File: config.mk
export PLATFORM = sky130hd
export DESIGN_NAME = pc_sequencer_flat
export DESIGN_NICKNAME = d
export VERILOG_FILES = /design/src/rtl/pc_sequencer_if.sv /design/src/rtl/pc_sequencer.sv /design/src/flat_wrapper.sv
export SDC_FILE = /design/constraint.sdc
export NUM_CORES = 1
export LEC_CHECK = 0
export ABC_AREA = 0
export CORE_ASPECT_RATIO = 0.75
export CORE_MARGIN = 5
export CORE_UTILIZATION = 25
export CTS_CLUSTER_SIZE = 30
export DETAILED_ROUTE_END_ITERATION = 10
export PLACE_DENSITY_LB_ADDON = 0.3
export SLEW_MARGIN = 20
export SYNTH_ARGS = -nofsm -noshare
export SYNTH_HDL_FRONTEND = slang
export SYNTH_SLANG_ARGS = --single-unit
export TNS_END_PERCENT = 50
File: constraint.sdc
create_clock -name clk -period 1.9 [get_ports clk]
set_clock_uncertainty 0.15 [all_clocks]
set_input_delay 0.475 -clock clk [delete_from_list [all_inputs] [get_ports clk]]
set_output_delay 0.475 -clock clk [all_outputs]
set_load 0.1 [all_outputs]
File: src/rtl/pc_sequencer_if.sv
// Handshake bundle between the pc_sequencer and its neighbours: the execute
// redirect requester, the fetch advance requester and the PC increment port.
// The slave modport is the sequencer's view; master is the environment side.
interface pc_sequencer_if #(
  parameter int XLEN = 32
);
  logic            i_redir_valid;
  logic            o_redir_ready;
  logic [1:0]      i_redir_op;
  logic [XLEN-1:0] i_redir_data;
  logic            i_adv_valid;
  logic            o_adv_ready;
  logic            i_stall;
  logic            o_incr_valid;
  logic            i_incr_ready;
  logic [1:0]      o_incr_op;
  logic [XLEN-1:0] o_incr_data;
  logic            o_flush;
  logic            o_err;

  modport slave (
    input  i_redir_valid, i_redir_op, i_redir_data, i_adv_valid, i_stall, i_incr_ready,
    output o_redir_ready, o_adv_ready, o_incr_valid, o_incr_op, o_incr_data, o_flush, o_err
  );

  modport master (
    output i_redir_valid, i_redir_op, i_redir_data, i_adv_valid, i_stall, i_incr_ready,
    input  o_redir_ready, o_adv_ready, o_incr_valid, o_incr_op, o_incr_data, o_flush, o_err
  );
endinterface

File: src/rtl/pc_sequencer.sv
// Program-counter update sequencer for the rv32i core. Redirects from execute
// win over sequential advances from fetch; every accepted request becomes one
// registered command on the PC increment port. After a redirect, advances are
// blanked for FLUSH_CYCLES cycles and a one-cycle flush pulse is raised so the
// wrong-path fetches get discarded. The interface XLEN must match XLEN here.
module pc_sequencer #(
  parameter int XLEN         = 32,
  parameter int FLUSH_CYCLES = 2
) (
  input  logic            clk,
  input  logic            rstn,
  pc_sequencer_if.slave   bus
);

  localparam logic [1:0] PC_INCR   = 2'b00;
  localparam logic [1:0] PC_JUMP   = 2'b01;
  localparam logic [1:0] PC_BRANCH = 2'b10;
  localparam logic [1:0] PC_RSVD   = 2'b11;

  localparam logic [3:0] FLUSH_LOAD = 4'(FLUSH_CYCLES);

  typedef enum logic [1:0] {
    IDLE  = 2'b00,
    RUN   = 2'b01,
    FLUSH = 2'b10
  } state_t;

  state_t          state;
  state_t          state_nxt;
  logic [3:0]      flush_cnt;
  logic [3:0]      flush_cnt_nxt;

  logic            incr_valid_q;
  logic [1:0]      incr_op_q;
  logic [XLEN-1:0] incr_data_q;
  logic            flush_q;
  logic            err_q;

  logic            redir_ready;
  logic            adv_ready;
  logic            slot_free;
  logic            redir_acc;
  logic            redir_rsvd;
  logic            redir_take;
  logic            adv_acc;

  // The slot can take a new command when it is empty or draining this cycle.
  assign slot_free  = !incr_valid_q | bus.i_incr_ready;
  assign redir_acc  = bus.i_redir_valid & redir_ready;
  assign redir_rsvd = (bus.i_redir_op == PC_RSVD);
  assign redir_take = redir_acc & !redir_rsvd;
  assign adv_acc    = bus.i_adv_valid & adv_ready;

  // State register and flush-window counter.
  always_ff @(posedge clk or negedge rstn) begin
    if (!rstn) begin
      state     <= IDLE;
      flush_cnt <= 4'd0;
    end else begin
      state     <= state_nxt;
      flush_cnt <= flush_cnt_nxt;
    end
  end

  // Next state: any flushing redirect (re)opens the blanking window, which
  // counts down regardless of stall and hands back to RUN on its last cycle.
  always_comb begin
    state_nxt     = state;
    flush_cnt_nxt = flush_cnt;
    case (state)
      IDLE: begin
        state_nxt = RUN;
      end
      RUN, FLUSH: begin
        if (redir_take) begin
          if (FLUSH_LOAD == 4'd0) begin
            state_nxt     = RUN;
            flush_cnt_nxt = 4'd0;
          end else begin
            state_nxt     = FLUSH;
            flush_cnt_nxt = FLUSH_LOAD;
          end
        end else if (state == FLUSH) begin
          if (flush_cnt <= 4'd1) begin
            state_nxt     = RUN;
            flush_cnt_nxt = 4'd0;
          end else begin
            flush_cnt_nxt = flush_cnt - 4'd1;
          end
        end
      end
      default: begin
        state_nxt     = IDLE;
        flush_cnt_nxt = 4'd0;
      end
    endcase
  end

  // Request readies: redirects are blocked only in IDLE, advances also during
  // the flush window and whenever a redirect is being offered.
  always_comb begin
    redir_ready = (state != IDLE) & slot_free & !bus.i_stall;
    adv_ready   = (state == RUN) & slot_free & !bus.i_stall & !bus.i_redir_valid;
  end

  // Output slot: loads on acceptance, holds while the PC is not ready, and
  // empties once its command handshakes with nothing new behind it.
  always_ff @(posedge clk or negedge rstn) begin
    if (!rstn) begin
      incr_valid_q <= 1'b0;
      incr_op_q    <= PC_INCR;
      incr_data_q  <= '0;
      flush_q      <= 1'b0;
      err_q        <= 1'b0;
    end else begin
      flush_q <= redir_take;
      err_q   <= redir_acc & redir_rsvd;
      if (redir_take) begin
        incr_valid_q <= 1'b1;
        incr_op_q    <= bus.i_redir_op;
        incr_data_q  <= (bus.i_redir_op == PC_JUMP || bus.i_redir_op == PC_BRANCH) ?
                        bus.i_redir_data : '0;
      end else if (adv_acc) begin
        incr_valid_q <= 1'b1;
        incr_op_q    <= PC_INCR;
        incr_data_q  <= '0;
      end else if (slot_free) begin
        incr_valid_q <= 1'b0;
      end
    end
  end

  assign bus.o_redir_ready = redir_ready;
  assign bus.o_adv_ready   = adv_ready;
  assign bus.o_incr_valid  = incr_valid_q;
  assign bus.o_incr_op     = incr_op_q;
  assign bus.o_incr_data   = incr_data_q;
  assign bus.o_flush       = flush_q;
  assign bus.o_err         = err_q;

endmodule

File: src/flat_wrapper.sv
// flat-port wrapper written by rule: the top's interface ports become plain ports
module pc_sequencer_flat 
#(
  parameter int XLEN         = 32,
  parameter int FLUSH_CYCLES = 2
)
  (clk, rstn, bus_i_redir_valid, bus_i_redir_op, bus_i_redir_data, bus_i_adv_valid, bus_i_stall, bus_i_incr_ready, bus_o_redir_ready, bus_o_adv_ready, bus_o_incr_valid, bus_o_incr_op, bus_o_incr_data, bus_o_flush, bus_o_err);
  pc_sequencer_if #(.XLEN(XLEN)) bus_i ();
  input  logic clk;
  input  logic rstn;
  input wire logic [$bits(bus_i.i_redir_valid)-1:0] bus_i_redir_valid;
  input wire logic [$bits(bus_i.i_redir_op)-1:0] bus_i_redir_op;
  input wire logic [$bits(bus_i.i_redir_data)-1:0] bus_i_redir_data;
  input wire logic [$bits(bus_i.i_adv_valid)-1:0] bus_i_adv_valid;
  input wire logic [$bits(bus_i.i_stall)-1:0] bus_i_stall;
  input wire logic [$bits(bus_i.i_incr_ready)-1:0] bus_i_incr_ready;
  output wire logic [$bits(bus_i.o_redir_ready)-1:0] bus_o_redir_ready;
  output wire logic [$bits(bus_i.o_adv_ready)-1:0] bus_o_adv_ready;
  output wire logic [$bits(bus_i.o_incr_valid)-1:0] bus_o_incr_valid;
  output wire logic [$bits(bus_i.o_incr_op)-1:0] bus_o_incr_op;
  output wire logic [$bits(bus_i.o_incr_data)-1:0] bus_o_incr_data;
  output wire logic [$bits(bus_i.o_flush)-1:0] bus_o_flush;
  output wire logic [$bits(bus_i.o_err)-1:0] bus_o_err;
  assign bus_i.i_redir_valid = bus_i_redir_valid;
  assign bus_i.i_redir_op = bus_i_redir_op;
  assign bus_i.i_redir_data = bus_i_redir_data;
  assign bus_i.i_adv_valid = bus_i_adv_valid;
  assign bus_i.i_stall = bus_i_stall;
  assign bus_i.i_incr_ready = bus_i_incr_ready;
  assign bus_o_redir_ready = bus_i.o_redir_ready;
  assign bus_o_adv_ready = bus_i.o_adv_ready;
  assign bus_o_incr_valid = bus_i.o_incr_valid;
  assign bus_o_incr_op = bus_i.o_incr_op;
  assign bus_o_incr_data = bus_i.o_incr_data;
  assign bus_o_flush = bus_i.o_flush;
  assign bus_o_err = bus_i.o_err;
  pc_sequencer #(.XLEN(XLEN), .FLUSH_CYCLES(FLUSH_CYCLES)) u_core (.clk(clk), .rstn(rstn), .bus(bus_i));
endmodule
# --- Word level (Yosys, flattened, before mapping) ---
# Index checks and enable logic that the tools add are counted.
word_totals:
  ff_bits: 43
  output_inout_bits: 39
  elab_cells: 55
classes:
  addsub: 1
  magnitude_cmp: 1
  eq_ne: 7
  mux: 16
  bitwise_logic: 11
  reduce_logical: 12
op_table:
  columns: ["op", "n"]
  rows:
  - ["$mux W32", 3]
  - ["$mux W4", 3]
  - ["$mux W2", 5]
  - ["$and A1 B1 Y1", 9]
  - ["$pmux W4 S2", 1]
  - ["$eq A2 B2 Y1 const B", 3]
  - ["$ne A3 B1 Y1 const B", 2]
  - ["$eq A2 B1 Y1 const B", 2]
  - ["$le A4 B1 Y1 const B", 1]
  - ["$logic_not A1 Y1", 4]
  - ["$pmux W2 S2", 1]
  - ["$reduce_and A2 Y1", 2]
  - ["$reduce_bool A2 Y1", 2]
  - ["$sub A4 B1 Y4 const B", 1]
  - ["$mux W1", 3]
  - ["$reduce_bool A3 Y1", 1]
  - ["$logic_not A2 Y1", 1]
  - ["$reduce_or A2 Y1", 1]
  - ["$logic_or A1 B1 Y1", 1]
  - ["$not A1 Y1", 1]
  - ["$or A1 B1 Y1", 1]

# --- Longest topological paths before layout ---
depth:
  depth_word: 8
  ltp_mapped: 8
  depth_no_buf: 6

# --- Worst setup path before layout ---
# Ideal clock, no wire load.
synth_path:
  path_type: "register to register"
  from: "reg u_core.incr_valid_q, in the netlist u_core.bus.o_incr_valid"
  to: "reg u_core.incr_data_q[0], in the netlist u_core.bus.o_incr_data[0]"
  setup_ns: 0.122
  arrival_ns: 3.575
  t_required_ns: 1.628
  slack_ns: -1.947
  path_stages_with_launch: 6
  path_buffers: 1
  path_cell_list: "dfrtp_1 > nor2b_4 > nor4_2 > a21oi_2 > buf_6 > a22o_1"
synth_between:
  elab_chain_len: 7
synth_rtl:
  columns: ["element", "line_no", "rtl"]
  rows:
  - ["start, declared", "pc_sequencer.sv:33", "logic incr_valid_q;"]
  - ["start signal, assigned", "pc_sequencer.sv:110", "incr_valid_q <= 1'b0;"]
  - ["start signal, assigned", "pc_sequencer.sv:119", "incr_valid_q <= 1'b1;"]
  - ["start signal, assigned", "pc_sequencer.sv:124", "incr_valid_q <= 1'b1;"]
  - ["$logic_not A1 Y1", "pc_sequencer.sv:48", "assign slot_free = !incr_valid_q | bus.i_incr_ready;"]
  - ["$or A1 B1 Y1", "pc_sequencer.sv:48", null]
  - ["$and A1 B1 Y1 (3 in series)", "pc_sequencer.sv:103", "adv_ready = (state == RUN) & slot_free & !bus.i_stall & !bus.i_redir_valid;"]
  - ["via bus_o_adv_ready", "flat_wrapper.sv:18", "output wire logic [$bits(bus_i.o_adv_ready)-1:0] bus_o_adv_ready;"]
  - ["$and A1 B1 Y1", "pc_sequencer.sv:52", "assign adv_acc = bus.i_adv_valid & adv_ready;"]
  - ["$reduce_bool A2 Y1 (no line)", null, null]
  - ["end signal, assigned", "pc_sequencer.sv:121", "incr_data_q <= (bus.i_redir_op == PC_JUMP || bus.i_redir_op == PC_BRANCH) ?"]
  - ["end, declared", "pc_sequencer.sv:35", "logic [XLEN-1:0] incr_data_q;"]
# The timed path passes the listed nets, and every way through them passes these cells.
# A chain may end at the register's enable or synchronous reset.

# --- Worst setup path after layout ---
layout_path:
  from: "reg u_core.incr_valid_q, in the netlist u_core.bus.o_incr_valid"
  to: "out bus_o_redir_ready"
layout_between:
  elab_chain_len: 4
layout_rtl:
  columns: ["element", "line_no", "rtl"]
  rows:
  - ["$logic_not A1 Y1", "pc_sequencer.sv:48", null]
  - ["$or A1 B1 Y1", "pc_sequencer.sv:48", null]
  - ["$and A1 B1 Y1 (2 in series)", "pc_sequencer.sv:102", "redir_ready = (state != IDLE) & slot_free & !bus.i_stall;"]
  - ["end, declared", "flat_wrapper.sv:17", "output wire logic [$bits(bus_i.o_redir_ready)-1:0] bus_o_redir_ready;"]
# Every way passes these cells.

==> impl_metrics.tcl <==
set metrics [dict create \
    status "complete, but fails checks" \
    violations "negative setup slack" \
    vias 1568 \
    antenna_found_initial 0 \
    h-tree-depth 2 \
    drv_slew 0 \
    ios 79 \
    setup_viol 41 \
    drive_above_1_share_pct 42.97 \
    crit_required_ns 1.27 \
    fp.dieW_um 109.6 \
    hp-class "flop to flop" \
    io_buffers 78 \
    setup_tns_ns -5.300 \
    synthTopCellsByArea "dfrtp_1 (58%), a22o_1 (17%), buf_12 (4.3%)" \
    wire_per_inst_um 17.01 \
    drv_cap 0 \
    final_nets 294 \
    fin_util_pct 50.00 \
    gr-usage-all-layers_pct 13.11 \
    slowest_stage "dfrtp_4" \
    dr.pass1.iters 4 \
    yosysUniqueCellTypes 29 \
    slew_headroom_pct 54.96 \
    rows 27 \
    critical_path.max_stage_delay_ns 0.48 \
    async_flop_share_pct 100.0 \
    grt_pass1_wl_um 9294 \
    dp.cells 317 \
    crit_end "bus_o_redir_ready" \
    initial_utilization_pct 25.48 \
    r2r-end "u_core.flush_cnt[0]$_DFFE_PN0P_" \
    hold_viol 0 \
    clk_latency_ns 0.30 \
    worstMarginPinSlew_ns 0.6735 \
    cp-end-kind "output pin" \
    wirelength_um 5955 \
    r2r-start "u_core.state[0]$_DFFE_PN0P_" \
    synth_top_area_share_pct 57.87 \
    drc 0 \
    synthTopCellsByCount "dfrtp_1 (43), a22o_1 (36), ha_1 (6), inv_1 (6)" \
    synthMostInstantiatedCell "dfrtp_1" \
    ant_nets 0 \
    first_iter_violations 59 \
    numCtsBuffers 5 \
    yosys.area.top_type "dfrtp_1" \
    rsz0062_at_grt "true" \
    cp-startpoint "u_core.bus.o_incr_valid$_DFFE_PN0P_" \
    cts_tree "built" \
    reg2reg_slack_ns -0.16 \
    syn_avg_cell_area_um2 14.41 \
    path_clk_slew_ns 0.09 \
    synth-warning-count 0 \
    synth_edf_count 0 \
    grt_max_degree 44 \
    via_per_inst 4.480 \
    n_antenna_cell 0 \
    die_h_um 84.69 \
    yosysSeqAreaShare_pct 57.87 \
    cp_data_arrival_time_ns 1.51 \
    crit_path_max_fanout 3 \
    yosys_register_bits 43 \
    crit_path_start_kind "flop" \
    cts_root_buf "clkbuf_8" \
    period_needed_ns 2.137 \
    die_area_mm2 0.009280 \
    critPathKind "flop to output pin" \
    crit_chain "nor2b_4 > buf_6 > nor3_4 > buf_12" \
    worstRegToRegCells 8 \
    grt_overflow 0 \
    timing.final.crit_share_pct 112.5 \
    cp_num_buf_inv 2 \
    clock-sinks 43 \
    fp.coreArea_mm2 0.007297 \
    synth_ff_type "dfrtp_1" \
    path_depth 4 \
    syn_area_mm2 0.001859 \
    crit_family "flip-flops" \
    synth_fp_nets 175 \
    final_cells 350 \
    globalplace.congestion 0.7366 \
    clock_path_buffers 2 \
    worst_slack_ns -0.2373 \
    syn_inst 129 \
    clock.fmax_mhz 467.9 \
    dp_hpwl_um 3621 \
    synthToLayoutAreaGrowth_pct 96.23 \
    grt_pass1_vias 1678 \
]
-- worst register-to-register path, stage by stage, from the launching register on --
cell and delay, ns:
dfrtp_1 0.37, inv_1 0.06, ha_2 0.19, or3b_4 0.39
nor3_4 0.17, buf_4 0.16, buf_6 0.12, nor4_2 0.06
mux2_4 0.27
-- per-stage QoR --
stage | worst slack (ns) | instance area (µm²) | hold slack, ns
floorplan | -0.9912 | 1884 | 0.02941
global placement | -0.7006 | 3204 | 0.3195
global route | -0.2819 | 3649 | 0.4306
detailed placement | -0.7282 | 3204 | 0.3219
finish | -0.2373 | 3649 | 0.4182
CTS | -0.2251 | 3656 | 0.4182
-- flip-flops by register name, indices dropped and copies added (netlist names) --
register and cells:
u_core.bus.o_incr_valid 1, u_core.bus.o_flush 1, u_core.state 2, u_core.bus.o_incr_op 2, u_core.bus.o_err 1, u_core.flush_cnt 4, u_core.bus.o_incr_data 32
-- final cells by class --
cell class,instances,area [µm²]
fillers,619,3649
well taps,101,126.4
clock buffers,5,68.82
flip-flops and latches,43,1080
repair buffers,115,1515
multi-input cells,77,792.0
clock inverters,3,43.79
inverters,6,22.52
-- how the worst min path moves through the flow --
stage | startpoint | to | depth (start not counted)
5_1_grt | bus_i_redir_op[0] | u_core.bus.o_incr_op[0]$_DFFE_PN0P_ | 2
3_3_place_gp | rstn | u_core.bus.o_incr_op[1]$_DFFE_PN0P_ | 2
4_1_cts | u_core.flush_cnt[3]$_DFFE_PN0P_ | u_core.flush_cnt[3]$_DFFE_PN0P_ | 1
2_1_floorplan | rstn | u_core.bus.o_err$_DFF_PN0_ | 0
3_5_place_dp | rstn | u_core.bus.o_incr_op[1]$_DFFE_PN0P_ | 2
6_report | u_core.bus.o_incr_op[0]$_DFFE_PN0P_ | u_core.bus.o_incr_op[0]$_DFFE_PN0P_ | 1
-- layer usage --
layer / routed length, µm / vias to the layer above / global-route usage [%]
met2: 2811 / 52 / 21.22
met4: 76 / 0 / 4.757
met3: 327 / 5 / 2.690
met5: 0 / - / 0
met1: 2738 / 766 / 17.21
li1: - / 745 / -
-- logic make-up (layout without fill, tap and decap cells) --
group           Yosys count  count (layout)  synth area share, %
mux                       1               1               0.6056
simple gates             17              17                7.336
fa+ha+maj                 6               6                4.038
buf+inv                  14             129                7.941
flops                    43              43                57.87
compound gates           48              53                22.21
-- repair_timing --
item / 4_1_cts / 5_1_grt
setup endpoints to repair: 44 / 44
pin swaps: 31 / 17
gates cloned: 6 / 1
gates resized for setup: 29 / 4
hold endpoints to repair: 35 / 0
setup buffers: 17 / 3
hold buffers: 1 / 0
-- cell usage in the layout (no fill, tap or decap), types with 2 or more instances in the layout --
cell type / count
inv_1: 4
a21oi_4: 6
o31ai_1: 3
inv_2: 2
clkdlybuf4s50_1: 33
a22o_1: 36
buf_6: 8
buf_12: 42
ha_2: 2
a21oi_1: 3
ha_1: 3
buf_4: 24
clkbuf_8: 5
nor3_4: 2
dlygate4sd2_1: 5
dfrtp_1: 42
nor2_1: 2
Power is not shown: default switching activity piles up to over one toggle a cycle in this logic, so the estimate is an artifact.
